[config.mk]
export PLATFORM = sky130hd
export DESIGN_NAME = ws2812_rx
export DESIGN_NICKNAME = d
export VERILOG_FILES = /design/src/rtl/ws2812_rx.sv
export SDC_FILE = /design/constraint.sdc
export NUM_CORES = 1
export LEC_CHECK = 0
export BUFFER_PORTS_ARGS = -buffer_cell sky130_fd_sc_hd__buf_2
export CORE_MARGIN = 3
export CORE_UTILIZATION = 59
export DETAILED_ROUTE_END_ITERATION = 12
export PLACE_DENSITY = 0.85
export SLEW_MARGIN = 30
export SYNTH_ARGS = -nofsm -noshare
export SYNTH_HDL_FRONTEND = slang
export SYNTH_SLANG_ARGS = --single-unit
[constraint.sdc]
create_clock -name CLOCK_50 -period 3.45 [get_ports CLOCK_50]
set_input_delay 0.1725 -clock CLOCK_50 [delete_from_list [all_inputs] [get_ports CLOCK_50]]
set_output_delay 0.1725 -clock CLOCK_50 [all_outputs]
set_load 0.02 [all_outputs]
[src/rtl/ws2812_rx.sv]
// ws2812_rx - WS2812B single-wire pixel decoder.
//
// Recovers 24-bit GRB pixels from a pulse-width-encoded serial line. Each
// bit is classified by the length of its high pulse. A long low gap (the
// WS2812B latch/reset time) ends a frame. Nothing is decoded until one full
// gap has been seen, so the decoder never locks onto the middle of a frame.
//
// Ports:
//   CLOCK_50     in   system clock (50 MHz)
//   rst_n        in   asynchronous active-low reset, released synchronously
//   din          in   serial line, asynchronous to CLOCK_50
//   red          out  last decoded red byte
//   green        out  last decoded green byte
//   blue         out  last decoded blue byte
//   pixel_valid  out  one-cycle strobe, red/green/blue just updated
//   pixel_index  out  index of the current pixel in its frame (saturates at 255)
//   frame_done   out  one-cycle strobe on a latch gap after at least one pixel
//   error        out  one-cycle strobe on a malformed bit or partial pixel
//   dout         out  (WS2812_RX_REPEAT_EN only) forwarded line: the first
//                     pixel of each frame is consumed, the rest is repeated
//
// Optional feature macro: WS2812_RX_REPEAT_EN
//
// Latency: pixel_valid rises on the 4th CLOCK_50 rising edge after the
// falling edge of the 24th bit on din (2 synchronizer stages, 1 registered
// edge strobe, 1 registered FSM output).

module ws2812_rx #(
    parameter int THRESH_HIGH  = 30,
    parameter int MIN_HIGH     = 5,
    parameter int MAX_HIGH     = 80,
    parameter int RESET_CYCLES = 2500,
    parameter int CNT_W        = 12
) (
    input  logic       CLOCK_50,
    input  logic       rst_n,
    input  logic       din,
    output logic [7:0] red,
    output logic [7:0] green,
    output logic [7:0] blue,
    output logic       pixel_valid,
    output logic [7:0] pixel_index,
    output logic       frame_done,
    output logic       error
`ifdef WS2812_RX_REPEAT_EN
    ,
    output logic       dout
`endif
);

    // state    | meaning
    // ---------+--------------------------------------------------------
    // SYNC_GAP | waiting for a full low gap before trusting the line
    // ARMED    | frame boundary seen, waiting for the first rising edge
    // HIGH     | measuring the high part of a bit
    // LOW      | measuring the low part of a bit / watching for the gap
    typedef enum logic [1:0] {
        SYNC_GAP,
        ARMED,
        HIGH,
        LOW
    } state_t;

    localparam logic [CNT_W-1:0] T_THRESH = CNT_W'(THRESH_HIGH);
    localparam logic [CNT_W-1:0] T_MIN    = CNT_W'(MIN_HIGH);
    localparam logic [CNT_W-1:0] T_MAX    = CNT_W'(MAX_HIGH);
    localparam logic [CNT_W-1:0] T_RESET  = CNT_W'(RESET_CYCLES);
    localparam logic [CNT_W-1:0] CNT_SAT  = '1;

    // Reset: asserted asynchronously, released through two flops.
    logic [1:0] rst_q;
    logic       rst_i;

    always_ff @(posedge CLOCK_50 or negedge rst_n) begin
        if (!rst_n) begin
            rst_q <= '0;
        end else begin
            rst_q <= {rst_q[0], 1'b1};
        end
    end

    assign rst_i = rst_q[1];

    // Input conditioning: 2-FF synchronizer (ds), one delay for edge
    // detection, then registered edge strobes that drive the FSM.
    logic din_s1;
    logic ds;
    logic ds_r;
    logic rise_q;
    logic fall_q;

    always_ff @(posedge CLOCK_50 or negedge rst_i) begin
        if (!rst_i) begin
            din_s1 <= 1'b0;
            ds     <= 1'b0;
            ds_r   <= 1'b0;
            rise_q <= 1'b0;
            fall_q <= 1'b0;
        end else begin
            din_s1 <= din;
            ds     <= din_s1;
            ds_r   <= ds;
            rise_q <= ds & ~ds_r;
            fall_q <= ~ds & ds_r;
        end
    end

    state_t           state;
    logic [CNT_W-1:0] hcnt;
    logic [CNT_W-1:0] lcnt;
    logic [22:0]      shreg;
    logic [4:0]       bit_cnt;
    logic             have_pix;
    logic [23:0]      sh_next;

    // Shift register only needs 23 bits: the 24th bit goes straight into
    // the output bytes.
    assign sh_next = {shreg, (hcnt >= T_THRESH)};

    always_ff @(posedge CLOCK_50 or negedge rst_i) begin
        if (!rst_i) begin
            state       <= SYNC_GAP;
            hcnt        <= '0;
            lcnt        <= '0;
            shreg       <= '0;
            bit_cnt     <= '0;
            have_pix    <= 1'b0;
            red         <= '0;
            green       <= '0;
            blue        <= '0;
            pixel_valid <= 1'b0;
            pixel_index <= '0;
            frame_done  <= 1'b0;
            error       <= 1'b0;
        end else begin
            pixel_valid <= 1'b0;
            frame_done  <= 1'b0;
            error       <= 1'b0;

            // Index advances the cycle after the pixel strobe.
            if (pixel_valid && (pixel_index != 8'hFF)) begin
                pixel_index <= pixel_index + 8'd1;
            end

            case (state)
                SYNC_GAP: begin
                    if (ds_r) begin
                        lcnt <= '0;
                    end else if (lcnt >= T_RESET) begin
                        state <= ARMED;
                    end else begin
                        lcnt <= lcnt + CNT_W'(1);
                    end
                end

                ARMED: begin
                    if (rise_q) begin
                        hcnt  <= CNT_W'(1);
                        state <= HIGH;
                    end
                end

                HIGH: begin
                    if ((hcnt > T_MAX) || (fall_q && (hcnt < T_MIN))) begin
                        error       <= 1'b1;
                        bit_cnt     <= '0;
                        pixel_index <= '0;
                        have_pix    <= 1'b0;
                        lcnt        <= '0;
                        state       <= SYNC_GAP;
                    end else if (fall_q) begin
                        shreg <= sh_next[22:0];
                        lcnt  <= CNT_W'(1);
                        state <= LOW;
                        if (bit_cnt == 5'd23) begin
                            green       <= sh_next[23:16];
                            red         <= sh_next[15:8];
                            blue        <= sh_next[7:0];
                            pixel_valid <= 1'b1;
                            bit_cnt     <= '0;
                            have_pix    <= 1'b1;
                        end else begin
                            bit_cnt <= bit_cnt + 5'd1;
                        end
                    end else if (hcnt != CNT_SAT) begin
                        hcnt <= hcnt + CNT_W'(1);
                    end
                end

                LOW: begin
                    if (rise_q) begin
                        hcnt  <= CNT_W'(1);
                        state <= HIGH;
                    end else if (lcnt >= T_RESET) begin
                        if (bit_cnt != 5'd0) begin
                            error <= 1'b1;
                        end else if (have_pix) begin
                            frame_done <= 1'b1;
                        end
                        bit_cnt     <= '0;
                        pixel_index <= '0;
                        have_pix    <= 1'b0;
                        state       <= ARMED;
                    end else begin
                        lcnt <= lcnt + CNT_W'(1);
                    end
                end

                default: state <= SYNC_GAP;
            endcase
        end
    end

`ifdef WS2812_RX_REPEAT_EN
    // Forward the line only once this frame's first pixel has been taken.
    // The rising edge that opens the next frame arrives in ARMED, so it is
    // never forwarded.
    always_ff @(posedge CLOCK_50 or negedge rst_i) begin
        if (!rst_i) begin
            dout <= 1'b0;
        end else begin
            dout <= ((state == HIGH) || (state == LOW)) && have_pix && ds;
        end
    end
`endif

endmodule

==> metrics.txt, run 1 <==
crit path time final=2345 ps; crit end category=register; routed via count=around 3000; relative slew slack=between 50 and 60%; Final Setup Violations=0; WP buf/inv=2; clk_lat worst skew=~360 ps; synth unique cells=55; Tot Pwr=1.843 mW; GRT Overall Usage=slightly above 20%; Layout area overhead=10.88%; commonest non-fill, non-tap cells in the layout=96 x dfrtp_1, 37 x buf_2, 28 x mux2_2; Fin. Hold Viols=0; Yosys warnings=0; maximum root-to-sink buffer count=2; core area=roughly 7000 sq um; Critical Path RT=about 3700 ps; Die Area=about 8500 sq um; hold buffer count at cts=2; CTS Buf Count=9; xor/xnor share of the synthesized area=between 1 and 1.5%; Post-Synth Simple-Gate Area=approximately 15%; register area share after synthesis=55.70%; fin nets=~420; H-Tree Depth=3; crit path max fanout=25; share of layout cells above drive strength 1=roughly 22%; drt via density=around 6.0; net count of the mapped netlist=377; largest net degree at the start of global routing=47; Synth Area in Adders=2.297%; Mean Syn Cell Area=between 10 and 15 sq um; first-pass GRT wire length=14100 um; static leakage=2.438 nW; Detail Placement HPWL=between 5000 and 6000 um; initial antenna violation count=0; CTS root buf=clkbuf_8; CP Class=register to register; commonest non-fill, non-tap cell in the layout=dfrtp_1; Synth Register Bits=97; # Max-Cap Violations=0; die width=91.95 um; Clock Pin Slew Worst Setup and Hold Paths=~90 ps; vias in the first global route=approximately 3000; RSZ-0062 raised after global routing=no; Gates resized, CTS repair=0; Slew Viols, Final=0; slowest CP cell=dfrtp_1; final setup margin=1105 ps; largest family of logic cells by synthesized area=simple AND/OR/NAND/NOR gates; Gate Count Post-Synth=366; GRT overflow=0; Cell Area, Synth=4358 sq um; final worst path period share=67.97%; DR DRC count=0; clock sink count=97; Cell Rows=30; outcome=finished, final reports clean; gpl congestion=0.8890; Max IR drop VDD=roughly 0.3 mV; CTS tree=built; wire per inst=around 16 um; Hold Path Class=input pin to asynchronous set/reset pin; DIE HEIGHT=91.95 um; mux cell area share after synthesis=between 10% and 20%; final wirelength=around 8300 um; initial drt markers=between 150 and 200; TNS Setup=0 ps; asr flop ratio synth=100.0%; first-pass iteration count of the detailed router=5; # port buffers=37; worst slew pin tran=726.4 ps; Max Freq=around 0.43 GHz; postcts setup bufs=0; setup slack at placement=between 1000 and 1500 ps; crit-path cells=inv_1 -> ha_1 -> nand2b_1 -> and3_1 -> nor4_4 -> buf_4 -> mux2_2; crit start category=register; I/O pin cnt=38; Antenna diodes=0; largest delay contributor family on the critical path=simple AND/OR/NAND/NOR gates; WP data arrival=roughly 2600 ps; power density over cell area=381.3 nW/um^2; Compound-Gate Fraction of Synth Area=10.74%; ANT nets after route=0; Max stage delay on crit path=~470 ps; initial core utilization=62.42%; number of enable flip-flop cells after synthesis=0; prevailing post-synth register cell=dfrtp_1; clk_skew=approximately 12 ps
sequential cells by signal (all words and copies together) (netlist names):
name	count
rst_q	2
hcnt	12
pixel_valid	1
red	8
frame_done	1
fall_q	1
lcnt	12
have_pix	1
error	1
bit_cnt	5
ds	1
green	8
shreg	23
ds_r	1
din_s1	1
blue	8
rise_q	1
pixel_index	8
state	2
through the flow:
stage | utilization, % | instances | cell area, sq um | hold slack (ps)
6_report | 69.21 | 510 | 4832 | 112.8
2_1_floorplan | - | 366 | 4358 | -123.1
4_1_cts | 69.21 | 510 | 4832 | 100.2
5_1_grt | 69.21 | 510 | 4832 | 109.7
3_3_place_gp | 66.52 | 493 | 4644 | -41.90
3_5_place_dp | 66.52 | 493 | 4644 | -41.04
cells by family (layout without fill, tap and decap cells):
logic type                 count (synthesis)  in the layout
DFF                                       97             97
AOI/OAI and AO/OA                         71             71
adders and majority gates                  8              8
other                                      1              1
and+or+nand+nor                          111            111
buffers and inverters                     22             70
xor gates and xnor gates                   7              7
muxes                                     49             49
final cells by class:
type,instances,area [sq um]
inverter,11,41.29
sequential,97,2431
multi-input combinational,247,1829
clock inverter,5,40.04
tap,96,120.1
timing repair buffer,44,242.7
fill,524,2150
clock buffer,10,127.6
final timing paths:
check                      cells past startpoint     start  slack (ps)  endpoint
hold / removal                                 2     rst_n         110  rst_q[1]
max in group asynchronous                      1  rst_q[1]        2360  shreg[0]
min in group CLOCK_50                          0    din_s1         360        ds
setup / recovery                               7   hcnt[0]        1100    red[6]
hold reg to reg                                0  rst_q[1]         330    din_s1
setup reg to reg                               7   hcnt[0]        1100    red[6]
cell usage after synthesis (3+ instances only):
| cell | count | share of area, % |
|---|---|---|
| clkbuf_1 | 6 | 0.52 |
| mux2_1 | 19 | 4.9 |
| and2_1 | 7 | 1.0 |
| mux2_2 | 28 | 7.2 |
| and3_1 | 6 | 0.86 |
| nor2_1 | 18 | 1.6 |
| o31ai_1 | 5 | 0.86 |
| or3_1 | 3 | 0.43 |
| o21a_1 | 6 | 1.0 |
| a31oi_1 | 6 | 0.86 |
| buf_2 | 3 | 0.34 |
| nand3_1 | 13 | 1.5 |
| ha_1 | 8 | 2.3 |
| dfrtp_1 | 97 | 56 |
| nand2_1 | 20 | 1.7 |
| xnor2_1 | 6 | 1.2 |
| o41ai_1 | 3 | 0.60 |
| a21o_1 | 5 | 0.86 |
| inv_1 | 11 | 0.95 |
| nor2b_1 | 5 | 0.72 |
| nand3b_1 | 3 | 0.52 |
| nand4_1 | 6 | 0.86 |
| nand2b_1 | 4 | 0.57 |
| nor3_1 | 6 | 0.69 |
| a21oi_1 | 11 | 1.3 |
| o21ai_0 | 19 | 2.2 |
power by group:
part / switching [mW] / internal [mW] / leakage (nW)
Clock: 0.379 / 0.265 / 0.0871
Combinational: 0.0251 / 0.0136 / 1.01
Sequential: 0.0174 / 1.14 / 1.34
metal layers:
metal | track usage, % | vias to the layer above | wire length (um)
met4 | 5.198 | 0 | 82
met5 | 0 | - | 0
met2 | 34.85 | 98 | 4135
met1 | 26.55 | 1521 | 3548
li1 | - | 1412 | -
met3 | 6.235 | 13 | 518
Note: power is estimated with default switching activity, not from simulation.
==> inputs of run 2 (changes only) <==
- ABC_AREA: default -> 1
- CORE_UTILIZATION: 59 -> 60
- PLACE_DENSITY: 0.85 -> 0.86
- clock period: 3.45 -> 2.35 ns (I/O delays scaled with it)
==> run 2 against run 1 <==
First-iteration DRC count increased by 110%. Non-clock buffer count fell by 2. Final area grew 6.1%. Register-to-register slack got worse by 790 ps. Die area rose by 5.1%. Fmax up 15%. Sequential power up 47%. Critical path type unchanged. Critical endpoint is now blue[3]. Highest routed layer unchanged.
==> metrics.txt, run 2 <==
worst slew pin tran=526.1 ps; Detail Placement HPWL=6374 um; Largest regs=shreg: 23 flops, hcnt: 12 flops, lcnt: 12 flops; Max IR drop VDD=between 0.5 and 0.6 mV; TNS Setup=0 ps; number of enable flip-flop cells after synthesis=0; Fin. Hold Viols=0; H-Tree Depth=3; I/O pin cnt=38; Largest Register=shreg; Gate Count Post-Synth=543; Max Freq=between 0.4 and 0.5 GHz; asr flop ratio synth=100.0%; # fillers=560; ANT nets after route=0; Yosys warnings=0; CTS Buf Count=9; vias in the first global route=3487; clk_skew=approximately 8.7 ps; largest delay contributor family on the critical path=buffers and inverters; final wirelength=9076 um; final setup margin=314.7 ps; share of layout cells above drive strength 1=roughly 18%; Slew Viols, Final=0; # Max-Cap Violations=0; wire per inst=13.23 um; outcome=finished, final reports clean; WP buf/inv=3; Cell Rows=31; Gates resized, CTS repair=0; DR DRC count=0; relative slew slack=between 60% and 70%; RSZ-0062 raised after global routing=no; hold buffer count at cts=2; CP Class=register to register; net count of the mapped netlist=around 550; Cell Area, Synth=roughly 4700 sq um; crit end category=register; initial drt markers=~320; core area=around 7400 sq um; WP data arrival=2330 ps; initial core utilization=a little over three fifths; FF-to-FF End=blue[3]; crit-path cells=inv_1 -> ha_1 -> o21ai_2 -> nor2_2 -> nor2_4 -> nand2_2 -> inv_2 -> nand4_2 -> buf_4 -> nand2_1 -> o21ai_2; reg2reg path depth=11; postcts setup bufs=0; r2r startpoint=hcnt[0]; commonest non-fill, non-tap cells in the layout=141 x nand2_1, 96 x dfrtp_1, 61 x inv_1; cell total after placement=between 600 and 700; initial antenna violation count=0; routed via count=~3700; most frequent cell after synthesis=nand2_1; CTS tree=built; GRT overflow=0; synth unique cells=29; final worst path period share=86.61%; Mean Syn Cell Area=~8.6 sq um; prevailing post-synth register cell=dfrtp_1; crit path max fanout=47; crit path time final=around 2000 ps; clock sink count=97; power density over cell area=568.8 nW/um^2; register area share after synthesis=a little over 50%; setup slack at placement=between 300 and 400 ps; Die Area=about 8900 sq um; Critical Path RT=2640 ps; maximum root-to-sink buffer count=2; first-pass iteration count of the detailed router=5; Final Setup Violations=0; Clock Pin Slew Worst Setup and Hold Paths=~100 ps; first-pass GRT wire length=15530 um; CTS root buf=clkbuf_8; slowest CP cell=buf_4; Layout area overhead=9.746%; gpl congestion=between 0.9 and 1; crit-path most repeated cell=o21ai_2; fin nets=around 590; Synth area leader=dfrtp_1; Synth top area share=51.94%; synth cell count leaders=142 x nand2_1, 97 x dfrtp_1, 61 x inv_1; Antenna diodes=0; Synth Register Bits=97; Hold Path Class=input pin to asynchronous set/reset pin; max reg flops=23; non-filler cells, final=~690; drt via density=about 5.4; static leakage=2.542 nW; die width=roughly 94 um; GRT Overall Usage=22.18%; crit start category=register; DIE HEIGHT=between 90 and 100 um; # port buffers=37; Max stage delay on crit path=about 450 ps; commonest non-fill, non-tap cell in the layout=nand2_1; largest net degree at the start of global routing=60; FF-to-FF setup slack=310 ps; synth top area cells=dfrtp_1 52%, nand2_1 11%, o21ai_2 5.2%, inv_1 4.9%, nand3_1 3.9%; clk_lat worst skew=approximately 360 ps
run 2: area by class of cell:
type	count	area (sq um)	share of cell area [%]
clock buffer	9	123.9	2.415
clock inverter	7	86.33	1.683
inverter	68	255.2	4.977
multi-input combinational	364	1868	36.42
sequential	97	2431	47.40
tap	99	123.9	2.415
timing repair buffer	42	240.2	4.684
run 2: logic make-up (layout without fill, tap and decap cells):
logic type               after synthesis  after routing  synth area share (%)
other                                  1              1               0.08024
AO/OA/AOI/OAI                         84             84                 11.43
XOR/XNOR                              16             16                 2.999
buffers and inverters                 82            126                 8.139
adder cells (fa/ha/maj)                8              8                 2.142
AND/OR/NAND/NOR                      255            255                 23.27
flip-flops                            97             97                 51.94
run 2: routing by layer:
layer / global-route usage (%) / routed length [um]
met1: 27.97 / 3974
met2: 37.83 / 4518
met3: 5.048 / 454
met4: 7.220 / 129
met5: 0 / 0
run 2: power breakdown:
group | total [mW] | internal (mW) | switching [mW]
Combinational | 0.0631 | 0.0189 | 0.0442
Sequential | 1.70 | 1.68 | 0.0206
Clock | 1.15 | 0.519 | 0.636
run 2: stage by stage:
stage | hold slack [ps] | cell area [sq um] | utilization (%) | total power [mW]
final | 47.16 | 5129 | 69.23 | 2.917
after CTS | 41.55 | 5129 | 69.23 | 2.937
after global routing | 30.81 | 5129 | 69.23 | 3.020
after global placement | -97.81 | 4898 | 66.12 | 1.791
after detailed placement | -96.42 | 4898 | 66.12 | 1.795
after floorplan | -178.1 | 4674 | - | 1.770
run 2: worst max-delay path by stage:
stage             from   endpoint  cells past startpoint
2_1_floorplan  hcnt[0]  shreg[16]                     12
3_3_place_gp   hcnt[0]    blue[1]                     11
3_5_place_dp   hcnt[0]    blue[3]                     11
4_1_cts        hcnt[0]    blue[3]                     11
5_1_grt        hcnt[0]    blue[3]                     11
6_report       hcnt[0]    blue[3]                     11
